--- src/rtl/alu_ctrl.sv ---
// Command-side controller for an 8-bit combinational alu: accepts ALU/LI instructions,
// reads a 4 x 8-bit register file, drives the alu, writes back and reports each result.
module alu_ctrl #(
    parameter int unsigned EXEC_CYCLES = 1
) (
    input  logic        clk,
    input  logic        rst_n,
    input  logic        instr_valid,
    output logic        instr_ready,
    input  logic [15:0] instr,
    output logic [7:0]  alu_a,
    output logic [7:0]  alu_b,
    output logic [1:0]  alu_op,
    input  logic [7:0]  alu_result,
    output logic        res_valid,
    input  logic        res_ready,
    output logic [7:0]  res_data,
    output logic [1:0]  res_rd,
    output logic        res_zero,
    output logic [7:0]  op_count,
    input  logic [1:0]  dbg_sel,
    output logic [7:0]  dbg_data
);

    // Both channels are valid/ready: a transfer happens on the rising edge where
    // valid and ready are both high; valid holds its payload stable until then.

    typedef enum logic [1:0] {
        IDLE = 2'd0,
        EXEC = 2'd1,
        RESP = 2'd2
    } state_t;

    localparam logic [3:0] CNT_INIT = 4'(EXEC_CYCLES - 1);

    state_t          state_q, state_d;
    logic [3:0]      cnt_q, cnt_d;
    logic [1:0]      rd_q, rd_d;
    logic [3:0][7:0] rf_q, rf_d;
    logic [7:0]      alu_a_q, alu_a_d;
    logic [7:0]      alu_b_q, alu_b_d;
    logic [1:0]      alu_op_q, alu_op_d;
    logic [7:0]      res_data_q, res_data_d;
    logic [1:0]      res_rd_q, res_rd_d;
    logic [7:0]      op_count_q, op_count_d;
    logic            unused_instr_bit;

    assign unused_instr_bit = instr[14];

    always_comb begin
        state_d    = state_q;
        cnt_d      = cnt_q;
        rd_d       = rd_q;
        rf_d       = rf_q;
        alu_a_d    = alu_a_q;
        alu_b_d    = alu_b_q;
        alu_op_d   = alu_op_q;
        res_data_d = res_data_q;
        res_rd_d   = res_rd_q;
        op_count_d = op_count_q;
        case (state_q)
            IDLE: begin
                if (instr_valid && instr_ready) begin
                    if (instr[15]) begin
                        rf_d[instr[11:10]] = instr[7:0];
                        res_data_d         = instr[7:0];
                        res_rd_d           = instr[11:10];
                        state_d            = RESP;
                    end else begin
                        alu_a_d  = rf_q[instr[9:8]];
                        alu_b_d  = rf_q[instr[7:6]];
                        alu_op_d = instr[13:12];
                        rd_d     = instr[11:10];
                        cnt_d    = CNT_INIT;
                        state_d  = EXEC;
                    end
                end
            end
            EXEC: begin
                // Operands have been stable for EXEC_CYCLES edges when cnt reaches 0.
                if (cnt_q != 4'd0) begin
                    cnt_d = cnt_q - 4'd1;
                end else begin
                    rf_d[rd_q] = alu_result;
                    res_data_d = alu_result;
                    res_rd_d   = rd_q;
                    state_d    = RESP;
                end
            end
            RESP: begin
                if (res_ready) begin
                    op_count_d = op_count_q + 8'd1;
                    state_d    = IDLE;
                end
            end
            default: state_d = IDLE;
        endcase
    end

    always_ff @(posedge clk or negedge rst_n) begin
        if (!rst_n) begin
            state_q    <= IDLE;
            cnt_q      <= '0;
            rd_q       <= '0;
            rf_q       <= '0;
            alu_a_q    <= '0;
            alu_b_q    <= '0;
            alu_op_q   <= '0;
            res_data_q <= '0;
            res_rd_q   <= '0;
            op_count_q <= '0;
        end else begin
            state_q    <= state_d;
            cnt_q      <= cnt_d;
            rd_q       <= rd_d;
            rf_q       <= rf_d;
            alu_a_q    <= alu_a_d;
            alu_b_q    <= alu_b_d;
            alu_op_q   <= alu_op_d;
            res_data_q <= res_data_d;
            res_rd_q   <= res_rd_d;
            op_count_q <= op_count_d;
        end
    end

    assign instr_ready = (state_q == IDLE) && rst_n;
    assign res_valid   = (state_q == RESP);
    assign alu_a       = alu_a_q;
    assign alu_b       = alu_b_q;
    assign alu_op      = alu_op_q;
    assign res_data    = res_data_q;
    assign res_rd      = res_rd_q;
    assign res_zero    = (res_data_q == 8'd0);
    assign op_count    = op_count_q;
    assign dbg_data    = rf_q[dbg_sel];

endmodule

--- config.mk ---
export PLATFORM = sky130hd
export DESIGN_NAME = alu_ctrl
export DESIGN_NICKNAME = d
export VERILOG_FILES = /design/src/rtl/alu_ctrl.sv
export SDC_FILE = /design/constraint.sdc
export NUM_CORES = 1
export LEC_CHECK = 0
export ABC_AREA = 1
export BUFFER_PORTS_ARGS = -buffer_cell sky130_fd_sc_hd__buf_2
export CORE_MARGIN = 5
export CORE_UTILIZATION = 55
export DETAILED_ROUTE_END_ITERATION = 10
export PLACE_DENSITY_LB_ADDON = 0.12
export SYNTH_ARGS = -nofsm -noshare
export SYNTH_HDL_FRONTEND = slang
export SYNTH_SLANG_ARGS = --single-unit
--- constraint.sdc ---
create_clock -name clk -period 1.9 [get_ports clk]
set_input_delay 0.38 -clock clk [delete_from_list [all_inputs] [get_ports clk]]
set_output_delay 0.38 -clock clk [all_outputs]
set_load 0.01 [all_outputs]
Word level (Yosys, flattened, before mapping)
Cells that the tools add are included.
{ "totals": {"reg_bits": 76, "latchBits": 0, "mem_bits_rw": 0, "mem_bits_ro": 0, "inputBits": 30, "output_inout_bits": 47, "wordCells": 77, "n_memories": 0} }
{ "op_classes": {"add_sub_neg": 2, "multipliers": 0, "div": 0, "order_cmp": 7, "n_eq_ne": 8, "shifts": 0, "mux": 33, "n_bitwise": 1, "reduce_logical": 13} }
{ "ops": {"columns": ["operator", "n"], "rows": [
  ["$mux W32", 3],
  ["$bwmux W32", 2],
  ["$mux W8", 8],
  ["$pmux W32 S2", 1],
  ["$bmux W8 S2", 3],
  ["$demux W8 S2", 2],
  ["$pmux W8 S2", 1],
  ["$lt A2 B3 Y1 const B", 5],
  ["$mux W2", 7],
  ["$mux W4", 3],
  ["$ne A2 B2 Y1 const B", 5],
  ["$add A8 B1 Y8 const B", 1],
  ["$logic_not A8 Y1", 1],
  ["$pmux W4 S2", 1],
  ["$reduce_and A4 Y1", 2],
  ["$pmux W2 S3", 1],
  ["$reduce_and A3 Y1", 2],
  ["$ge A2 B1 Y1 const B", 2],
  ["$logic_and A1 B1 Y1", 4],
  ["$pmux W2 S2", 1],
  ["$reduce_bool A4 Y1", 1],
  ["$sub A4 B1 Y4 const B", 1],
  ["$eq A2 B1 Y1 const B", 1],
  ["$eq A2 B2 Y1 const B", 1],
  ["other kinds (5)", 5]
]} }

Longest topological paths before layout
Gate-level depths: netlist of the first run.
{ "logic_depth": {"ltp_word": 8, "mapped_depth": 9, "depth_no_buf": 8} }

Least setup slack after synthesis of the first run
Ideal clock, no wire load.
{ "synth_path": {"kind": "input port to output port", "startpoint": "in dbg_sel[0]", "endpoint": "out dbg_data[4]", "t_arrival_ns": 1.228, "required_ns": 1.520, "slack_ns": 0.292, "path_stages": 6, "path_buffers": 2, "path_cell_list": "buf_2 > inv_1 > clkbuf_1 > o21ai_0 > a21oi_1 > a21oi_1"} }
{ "synth_via": {"elab_chain_len": 2} }
{ "synth_rtl": {"columns": ["element", "line", "source"], "rows": [
  ["start, declared", "21", "input logic [1:0] dbg_sel,"],
  ["$bmux W8 S2", "135", "assign dbg_data = rf_q[dbg_sel];"],
  ["$mux W8 (implied by the code)", "135", null],
  ["end, declared", "22", "output logic [7:0] dbg_data"]
]} }
Every way passes these cells. The select of a mux whose other input is x is not followed.

Worst setup path after layout of the first run
{ "layout_path": {"startpoint": "reg state_q[1]", "endpoint": "out instr_ready"} }
{ "layout_via": {"elab_chain_len": 2} }
{ "layout_rtl": {"columns": ["element", "line", "source"], "rows": [
  ["start, declared", "36", "state_t state_q, state_d;"],
  ["start signal, assigned", "113", "state_q <= state_d;"],
  ["$logic_not A2 Y1", "126", "assign instr_ready = (state_q == IDLE) && rst_n;"],
  ["$logic_and A1 B1 Y1", "126", null],
  ["end, declared", "9", "output logic instr_ready,"]
]} }
Every way passes these cells.

==> results_dict.tcl, run 1 <==
set metrics [dict create \
    ctsHoldBuffers 0 \
    syn_avg_cell_area_um2 7.21 \
    wl_met3_um 820 \
    synth.most_common_cell "nand2_1" \
    post-cts-setup-buffers 0 \
    synth_edf_count 0 \
    routedWlPerCell_um 16.2 \
    worst_ep_required_time_ns 1.52 \
    area_growth_pct 14.7 \
    fmax_mhz 551 \
    grt_max_degree 77 \
    antenna_cells 0 \
    clk_pin_slew_worst_paths_ns 0.09 \
    setup_viol 0 \
    drt-vias-per-instance 5.57 \
    grt_pass1_wl_mm 22.0 \
    cap_violations 0 \
    cts_buffers 9 \
    min_period_ns 1.81 \
    synth_ff_type "dfrtp_1" \
    clock-sinks 76 \
    top_layer "met4" \
    irDropWorstVdd_mv 0.828 \
    drive_gt1_frac 0.188 \
    overflow 0 \
    antenna_found_initial 0 \
    die_x_um 102 \
    grt_pass1_vias 4421 \
    worstHoldPathType "input port to async pin" \
    netlist.area_leader.share 0.406 \
    finalWirelength_mm 13.5 \
    outcome "finished, final reports clean" \
    core_area_mm2 0.00826 \
    post-place-ws_ns 0.176 \
    min_period_over_period 0.955 \
    slew_viol_final 0 \
    synth_nets 683 \
    async_flop_share 1.00 \
    dpl.cell_count 814 \
    drt-pass1-iter-count 5 \
    drtIter0Drc 391 \
    port_buffers 75 \
    clk_latency_ns 0.36 \
    fp-row-count 33 \
    ys_top_cells_by_area "dfrtp_1, nand2_1, o21ai_0" \
    fillers 748 \
    ys_seq_area_frac 0.406 \
    hold_viol_final 0 \
    layout.nets 753 \
    netlist_top_cells_count "nand2_1, dfrtp_1, o21ai_0, inv_1, nand3_1" \
    power_density_mw_per_mm2 1410 \
    cp_max_fo 6 \
    synth-warning-count 0 \
    netlist_area_mm2 0.00469 \
    cp-start-kind "flip-flop" \
    cts_root_buffer "clkbuf_8" \
    p_total_mw 7.56 \
    timing.slew.headroom 0.658 \
    htree_levels 3 \
    die_h_um 102 \
    m1WireLength_mm 6.04 \
    end_kind "output port" \
    tns_ns 0 \
    tritoncts "done" \
    post-route-drc-count 0 \
    wl_met2_mm 6.31 \
    grt_util_all_layers 0.272 \
    ys_ff_latch 76 \
    fin_skew_ns 0.00736 \
    dieArea_mm2 0.0105 \
    cts_buffer_depth 2 \
    leakage_nw 2.85 \
    yosysUniqueCellTypes 32 \
    worstSetupPathType "flip-flop to output port" \
    pin_count 77 \
    gp_congestion 0.947 \
    dpl.hpwl_mm 9.84 \
    final.setup.worst_slack_ns 0.0851 \
    synth_area_leader_cell "dfrtp_1" \
    worst_slew_pin_slew_ns 0.513 \
    syn_inst 650 \
    antenna_left 0 \
    ctsResizeCount 0 \
    stdcell_count 830 \
    start_util 0.568 \
    grt_setup_unrepaired "false" \
    vias 4626 \
    critPathArrivalTime_ns 1.43 \
]
==> sequential cells by signal, summed over array words and instances, names as in the netlist <==
| signal | count |
|---|---|
| res_data | 8 |
| cnt_q | 4 |
| alu_a | 8 |
| alu_b | 8 |
| alu_op | 2 |
| rf_q | 32 |
| state_q | 2 |
| res_rd | 2 |
| rd_q | 2 |
| op_count | 8 |
==> where the power goes <==
part / switching (mW) / internal (mW) / total [mW]
Sequential: 0.557 / 2.28 / 2.84
Clock: 0.715 / 0.504 / 1.22
Combinational: 2.27 / 1.23 / 3.50
==> critical path, stage by stage, from the launching register on <==
cell and delay (ns):
dfrtp_1 0.46, inv_2 0.19, nand2_1 0.09, nor2_2 0.16
buf_2 0.17
==> per-stage QoR <==
step	area (µm²)	utilization	hold WS, ns
after floorplan	4690	-	0.0844
after global placement	5170	0.626	0.458
after detailed placement	5170	0.626	0.468
after CTS	5360	0.650	0.100
after global routing	5380	0.651	0.105
final	5380	0.651	0.0755
==> placed cells by master (no fill, tap or decap), drive strengths merged <==
cell,n
a21oi,42
clkinvlp,1
o31ai,1
dfrtp,76
xor2,3
nand3,49
nor2,20
inv,59
o21bai,24
o21a,1
and2,1
o21ai,86
xnor2,4
o211ai,16
nand2,230
clkinv,4
nor4,2
buf,90
nand4,4
clkbuf,9
ha,3
==> cell families (layout without fill, tap and decap cells) <==
| family | after synthesis | after routing | synth area share |
|---|---|---|---|
| AND/OR/NAND/NOR | 306 | 306 | 0.278 |
| XOR/XNOR | 7 | 7 | 0.0131 |
| adder cells (fa/ha/maj) | 3 | 3 | 0.00801 |
| AO/OA/AOI/OAI | 170 | 170 | 0.212 |
| buffers and inverters | 88 | 163 | 0.0830 |
| flip-flops | 76 | 76 | 0.406 |
==> area by class of cell <==
cell class                      instances  area [µm²]  area share
Inverter                               57         214      0.0398
Timing Repair Buffer                   90         528      0.0982
Clock inverter                          7        67.6      0.0126
Sequential cell                        76        1900       0.354
Tap cell                              105         131      0.0244
Clock buffer                            9         124      0.0230
Multi-Input combinational cell        486        2410       0.448
==> routing by layer <==
metal / vias up / track usage
li1: 2272 / -
met1: 2158 / 0.381
met2: 174 / 0.437
met3: 22 / 0.0287
met4: 0 / 0.0999
met5: - / 0
==> path summary, 6_finish.rpt <==
kind / startpoint / to / slack, ns / depth (start not counted)
max in group asynchronous: rst_n / alu_a[2] / 1.48 / 2
worst min register to register: cnt_q[0] / cnt_q[0] / 0.48 / 1
min in group clk: res_ready / state_q[1] / 0.21 / 2
worst min-delay path: rst_n / rf_q[13] / 0.08 / 2
worst max-delay path: state_q[1] / instr_ready / 0.09 / 4
worst max register to register: state_q[1] / rd_q[1] / 0.20 / 8
Note: power is estimated with default switching activity, not from simulation.
==> run 2: changes to the inputs <==
--- a/config.mk
+++ b/config.mk
@@ -10,7 +10,7 @@
 export CORE_MARGIN = 5
 export CORE_UTILIZATION = 55
 export DETAILED_ROUTE_END_ITERATION = 10
-export PLACE_DENSITY_LB_ADDON = 0.12
+export PLACE_DENSITY = 0.78
 export SYNTH_ARGS = -nofsm -noshare
 export SYNTH_HDL_FRONTEND = slang
 export SYNTH_SLANG_ARGS = --single-unit
==> results_dict.tcl, run 2 (synthesis gave the netlist of run 1 again) <==
set metrics [dict create \
    outcome "finished, final reports clean" \
    clock-sinks 76 \
    power_density_mw_per_mm2 1410 \
    timing.slew.headroom 0.363 \
    path_depth 5 \
    worst_slew_pin_slew_ns 0.956 \
    post-route-drc-count 0 \
    fmax_mhz 573 \
    worstSetupPathType "flip-flop to output port" \
    clk_latency_ns 0.35 \
    drt-vias-per-instance 5.55 \
    core_area_mm2 0.00826 \
    drt-pass1-iter-count 5 \
    cts_buffers 9 \
    die_h_um 102 \
    p_int_mw 4.15 \
    grt_pass1_vias 4455 \
    largest_reg_flops 32 \
    pin_count 77 \
    clock_power_share 0.167 \
    finalWirelength_mm 13.2 \
    path_cells "inv_1, o21ai_0, a21oi_1, a21oi_1, buf_2" \
    layout.nets 753 \
    seqPwrFrac 0.372 \
    cts_buffer_depth 2 \
    antenna_left 0 \
    critPathMostFrequentCell "a21oi_1" \
    setup_viol 0 \
    vias 4609 \
    drive_gt1_frac 0.186 \
    critPathArrivalTime_ns 1.36 \
    path_buf_inv 2 \
    cp_slowest_cell "dfrtp_1" \
    tns_ns 0 \
    mostFrequentLayoutCell "nand2_1" \
    finish.utilization 0.649 \
    grt_pass1_wl_mm 21.8 \
    fp-row-count 33 \
    worstHoldPathType "input port to flip-flop" \
    min_period_over_period 0.918 \
    regMostFlops "rf_q" \
    die_x_um 102 \
    cpLargestDelayFamily "compound AO/OA/AOI/OAI gates" \
    slew_viol_final 0 \
    overflow 0 \
    min_period_ns 1.74 \
    tritoncts "done" \
    hold_viol_final 0 \
    cp-start-kind "flip-flop" \
    cpPeakStageDelay_ns 0.33 \
    area_growth_pct 14.3 \
    post-place-ws_ns 0.159 \
    port_buffers 75 \
    grt_setup_unrepaired "false" \
    r2r_cells 7 \
    antenna_cells 0 \
    grt_util_all_layers 0.264 \
    cap_violations 0 \
    p_sw_frac 0.452 \
    grt_max_degree 77 \
    dieArea_mm2 0.0105 \
    clk_pin_slew_worst_paths_ns 0.09 \
    cp_max_fo 4 \
    layout_common_cells "nand2_1, dfrtp_1, buf_2, o21ai_0, inv_1" \
    hold_depth 2 \
    worst_ep_required_time_ns 1.52 \
    start_util 0.568 \
    ctsHoldBuffers 0 \
    cts_root_buffer "clkbuf_8" \
    irDropWorstVdd_mv 1.06 \
    leakage_nw 2.84 \
    htree_levels 3 \
    fin_skew_ns 0.0108 \
    comb_power_share 0.461 \
    gp_congestion 0.941 \
    end_kind "output port" \
    p_sw_mw 3.43 \
    final.setup.worst_slack_ns 0.155 \
    antenna_found_initial 0 \
    routedWlPerCell_um 15.9 \
    dpl.hpwl_mm 9.68 \
    drtIter0Drc 414 \
]
-- run 2: cell types whose count changed in the layout (fill, tap and decap cells not counted), sizes merged --
cell	before	now
inv	59	57
bufinv	0	1
clkinvlp	1	2
clkinv	4	2
clkbuf	9	11
-- run 2: cell type report --
class / count / area, µm²
fillers: 756 / 2900
multi-input cells: 486 / 2410
flip-flops and latches: 76 / 1900
repair buffers: 90 / 503
inverters: 57 / 214
clock buffers: 11 / 141
well taps: 105 / 131
clock inverters: 5 / 58.8
-- run 2: what timing repair did --
action | CTS | global route
resized for setup | 0 | 1
endpoints found under the setup margin | 0 | 1
buffers inserted | 0 | 0
-- run 2: power by group through the flow --
stage               Combinational (mW)  Sequential, mW  Clock, mW
floorplan                         2.25            2.86          0
global placement                  3.36            2.80          0
detailed placement                3.47            2.83          0
CTS                               3.49            2.80       1.28
global route                      3.89            2.91       1.36
finish                            3.49            2.82       1.26
-- run 2: per-layer routing --
layer | up-vias | share of wire | global-route usage
met5 | - | 0 | 0
met4 | 0 | 0.026 | 0.0949
met3 | 23 | 0.056 | 0.0437
met2 | 150 | 0.48 | 0.427
met1 | 2155 | 0.44 | 0.360
li1 | 2281 | - | -
-- run 2: stage by stage --
step / power [mW] / area [µm²] / std cells / hold WS (ns)
6_report: 7.58 / 5360 / 830 / 0.219
5_1_grt: 8.16 / 5360 / 830 / 0.221
4_1_cts: 7.57 / 5350 / 830 / 0.215
3_5_place_dp: 6.30 / 5150 / 814 / 0.468
3_3_place_gp: 6.16 / 5150 / 814 / 0.460
2_1_floorplan: 5.11 / 4690 / 650 / 0.0844
-- run 2: path summary, 6_finish.rpt --
path,slack [ns],from,to
min,0.22,res_ready,state_q[1]
min in group asynchronous,0.28,rst_n,res_data[6]
max reg2reg,0.16,state_q[1],rd_q[1]
max,0.16,rf_q[12],dbg_data[4]
min reg2reg,0.49,cnt_q[0],cnt_q[0]
max in group asynchronous,0.99,rst_n,rf_q[25]
-- run 2: worst register-to-register path: stages, from the launching register on --
cell,delay (ns)
dfrtp_1,0.45
inv_2,0.19
nand2_1,0.09
nor2_2,0.11
nand2_2,0.23
nor2_2,0.15
buf_4,0.27
o21ai_0,0.12
==> run 3: changes to the inputs <==
--- a/config.mk
+++ b/config.mk
@@ -6,11 +6,12 @@
 export NUM_CORES = 1
 export LEC_CHECK = 0
 export ABC_AREA = 1
+export ABC_CLOCK_PERIOD_IN_PS = 1900
 export BUFFER_PORTS_ARGS = -buffer_cell sky130_fd_sc_hd__buf_2
 export CORE_MARGIN = 5
-export CORE_UTILIZATION = 55
+export CORE_UTILIZATION = 46
 export DETAILED_ROUTE_END_ITERATION = 10
-export PLACE_DENSITY = 0.78
+export PLACE_DENSITY_LB_ADDON = 0.3
 export SYNTH_ARGS = -nofsm -noshare
 export SYNTH_HDL_FRONTEND = slang
 export SYNTH_SLANG_ARGS = --single-unit
==> results_dict.tcl, run 3 (synthesis gave the netlist of run 1 again) <==
set metrics [dict create \
    cpPeakStageDelay_ns 0.51 \
    cts_buffers 9 \
    dpl_cell_area_mm2 0.00519 \
    fin_skew_ns 0.0114 \
    postLayoutCellArea_mm2 0.00536 \
    outcome "finished, final reports clean" \
    antenna_found_initial 0 \
    layout.nets 753 \
    setup_viol 0 \
    cp_slowest_cell "dfrtp_1" \
    irDropWorstVdd_mv 1.01 \
    layout_common_cells "nand2_1, dfrtp_1, buf_2, o21ai_0, inv_1" \
    pin_count 77 \
    hold_viol_final 0 \
    grt_max_degree 77 \
    grt_util_all_layers 0.220 \
    path_cells "inv_2, nand2_1, nor2_2, buf_2" \
    fillers 976 \
    regMostFlops "rf_q" \
    seqPwrFrac 0.385 \
    critPathArrivalTime_ns 1.36 \
    timing.slew.headroom 0.361 \
    drt-vias-per-instance 5.29 \
    slew_viol_final 0 \
    worst_ep_required_time_ns 1.52 \
    worstSetupPathType "flip-flop to output port" \
    leakage_nw 2.82 \
    p_sw_mw 3.36 \
    cp_max_fo 6 \
    drt-pass1-iter-count 5 \
    min_period_ns 1.74 \
    tns_ns 0 \
    die_h_um 111 \
    clk_pin_slew_worst_paths_ns 0.08 \
    p_int_mw 3.96 \
    port_buffers 75 \
    path_buf_inv 2 \
    post-route-drc-count 0 \
    worst_slew_pin_slew_ns 0.958 \
    end_kind "output port" \
    post-cts-setup-buffers 0 \
    clock_power_share 0.145 \
    clk_latency_ns 0.35 \
    start_util 0.475 \
    largest_reg_flops 32 \
    fp-row-count 36 \
    die_x_um 111 \
    cp-start-kind "flip-flop" \
    finalWirelength_mm 13.0 \
    cts_buffer_depth 2 \
    power_density_mw_per_mm2 1360 \
    min_period_over_period 0.917 \
    stdcell_count 856 \
    grt_pass1_vias 4384 \
    comb_power_share 0.470 \
    ff2ff_setup_slack_ns 0.24 \
    fmax_mhz 574 \
    dpl.cell_count 842 \
    drtIter0Drc 404 \
    vias 4530 \
    dieArea_mm2 0.0123 \
    htree_levels 3 \
    tritoncts "done" \
    grt_pass1_wl_mm 22.1 \
    cap_violations 0 \
    worstHoldPathType "input port to flip-flop" \
    cpLargestDelayFamily "flip-flops" \
    core_area_mm2 0.00986 \
    clock-sinks 76 \
    gp_congestion 0.879 \
    antenna_cells 0 \
    routedWlPerCell_um 15.2 \
    overflow 0 \
    grt_setup_unrepaired "false" \
    cts_root_buffer "clkbuf_8" \
    mostFrequentLayoutCell "nand2_1" \
    area_growth_pct 14.3 \
    dpl.hpwl_mm 9.59 \
    drive_gt1_frac 0.185 \
    p_sw_frac 0.459 \
    antenna_left 0 \
]
## run 3: changes by cell type in the layout (fill, tap and decap cells not counted)
cell / previous run / this run
buf_12: 1 / 2
buf_4: 15 / 14
bufinv_16: 1 / 0
clkbuf_1: 1 / 0
clkbuf_8: 10 / 9
clkinv_2: 1 / 3
clkinv_4: 0 / 1
clkinvlp_4: 2 / 1
inv_6: 1 / 0
## run 3: per-stage QoR
step | utilization | hold slack [ns] | power (mW) | setup WS, ns
after floorplan | - | 0.0844 | 5.11 | 0.292
after global placement | 0.527 | 0.459 | 6.17 | 0.202
after CTS | 0.542 | 0.199 | 7.35 | 0.180
after detailed placement | 0.527 | 0.462 | 6.27 | 0.192
final | 0.543 | 0.211 | 7.31 | 0.158
after global routing | 0.543 | 0.199 | 7.97 | 0.0863
## run 3: path summary, 6_finish.rpt
path                       cells after the start  startpoint     endpoint
max in group asynchronous                      2       rst_n     rf_q[24]
hold / removal                                 2   res_ready   state_q[1]
min in group asynchronous                      2       rst_n  res_data[4]
setup / recovery                               4  state_q[0]  instr_ready
hold reg to reg                                1    cnt_q[0]     cnt_q[0]
setup reg to reg                               6  state_q[0]   state_q[1]
## run 3: per-layer routing
metal  routed length [µm]  part of all wire  vias to the layer above  global-route usage
met1                 6030              0.46                     2119               0.305
met2                 6060              0.47                      119               0.354
met4                  258             0.020                        0              0.0731
met3                  633             0.049                       19              0.0295
met5                    0                 0                        -                   0
li1                     -                 -                     2273                   -
## run 3: area by class of cell
class | instances | area, µm² | area share
tap | 133 | 166 | 0.0311
clock inverter | 5 | 31.3 | 0.00584
inverter | 57 | 214 | 0.0399
clock buffer | 9 | 124 | 0.0231
multi-input combinational | 486 | 2410 | 0.449
timing repair buffer | 90 | 515 | 0.0962
sequential | 76 | 1900 | 0.355
## run 3: worst reg2reg max path, cell delays in order (launching register included)
cell and delay (ns):
dfrtp_1 0.57, inv_2 0.12, nor2_4 0.15, nand2_2 0.13, nand3_2 0.07, buf_4 0.35, o31ai_1 0.14
## run 3: what timing repair did
item                                    CTS  global route
hold endpoints to repair                  0             0
endpoints found under the setup margin    0             1
hold buffers                              0             0
resized for setup                         0             1
## run 3: power by group through the flow
stage          registers [mW]  logic [mW]  clock network [mW]
2_1_floorplan            2.86        2.25                   0
3_3_place_gp             2.80        3.37                   0
3_5_place_dp             2.83        3.44                   0
4_1_cts                  2.80        3.45                1.09
5_1_grt                  2.91        3.90                1.16
6_report                 2.81        3.44                1.06
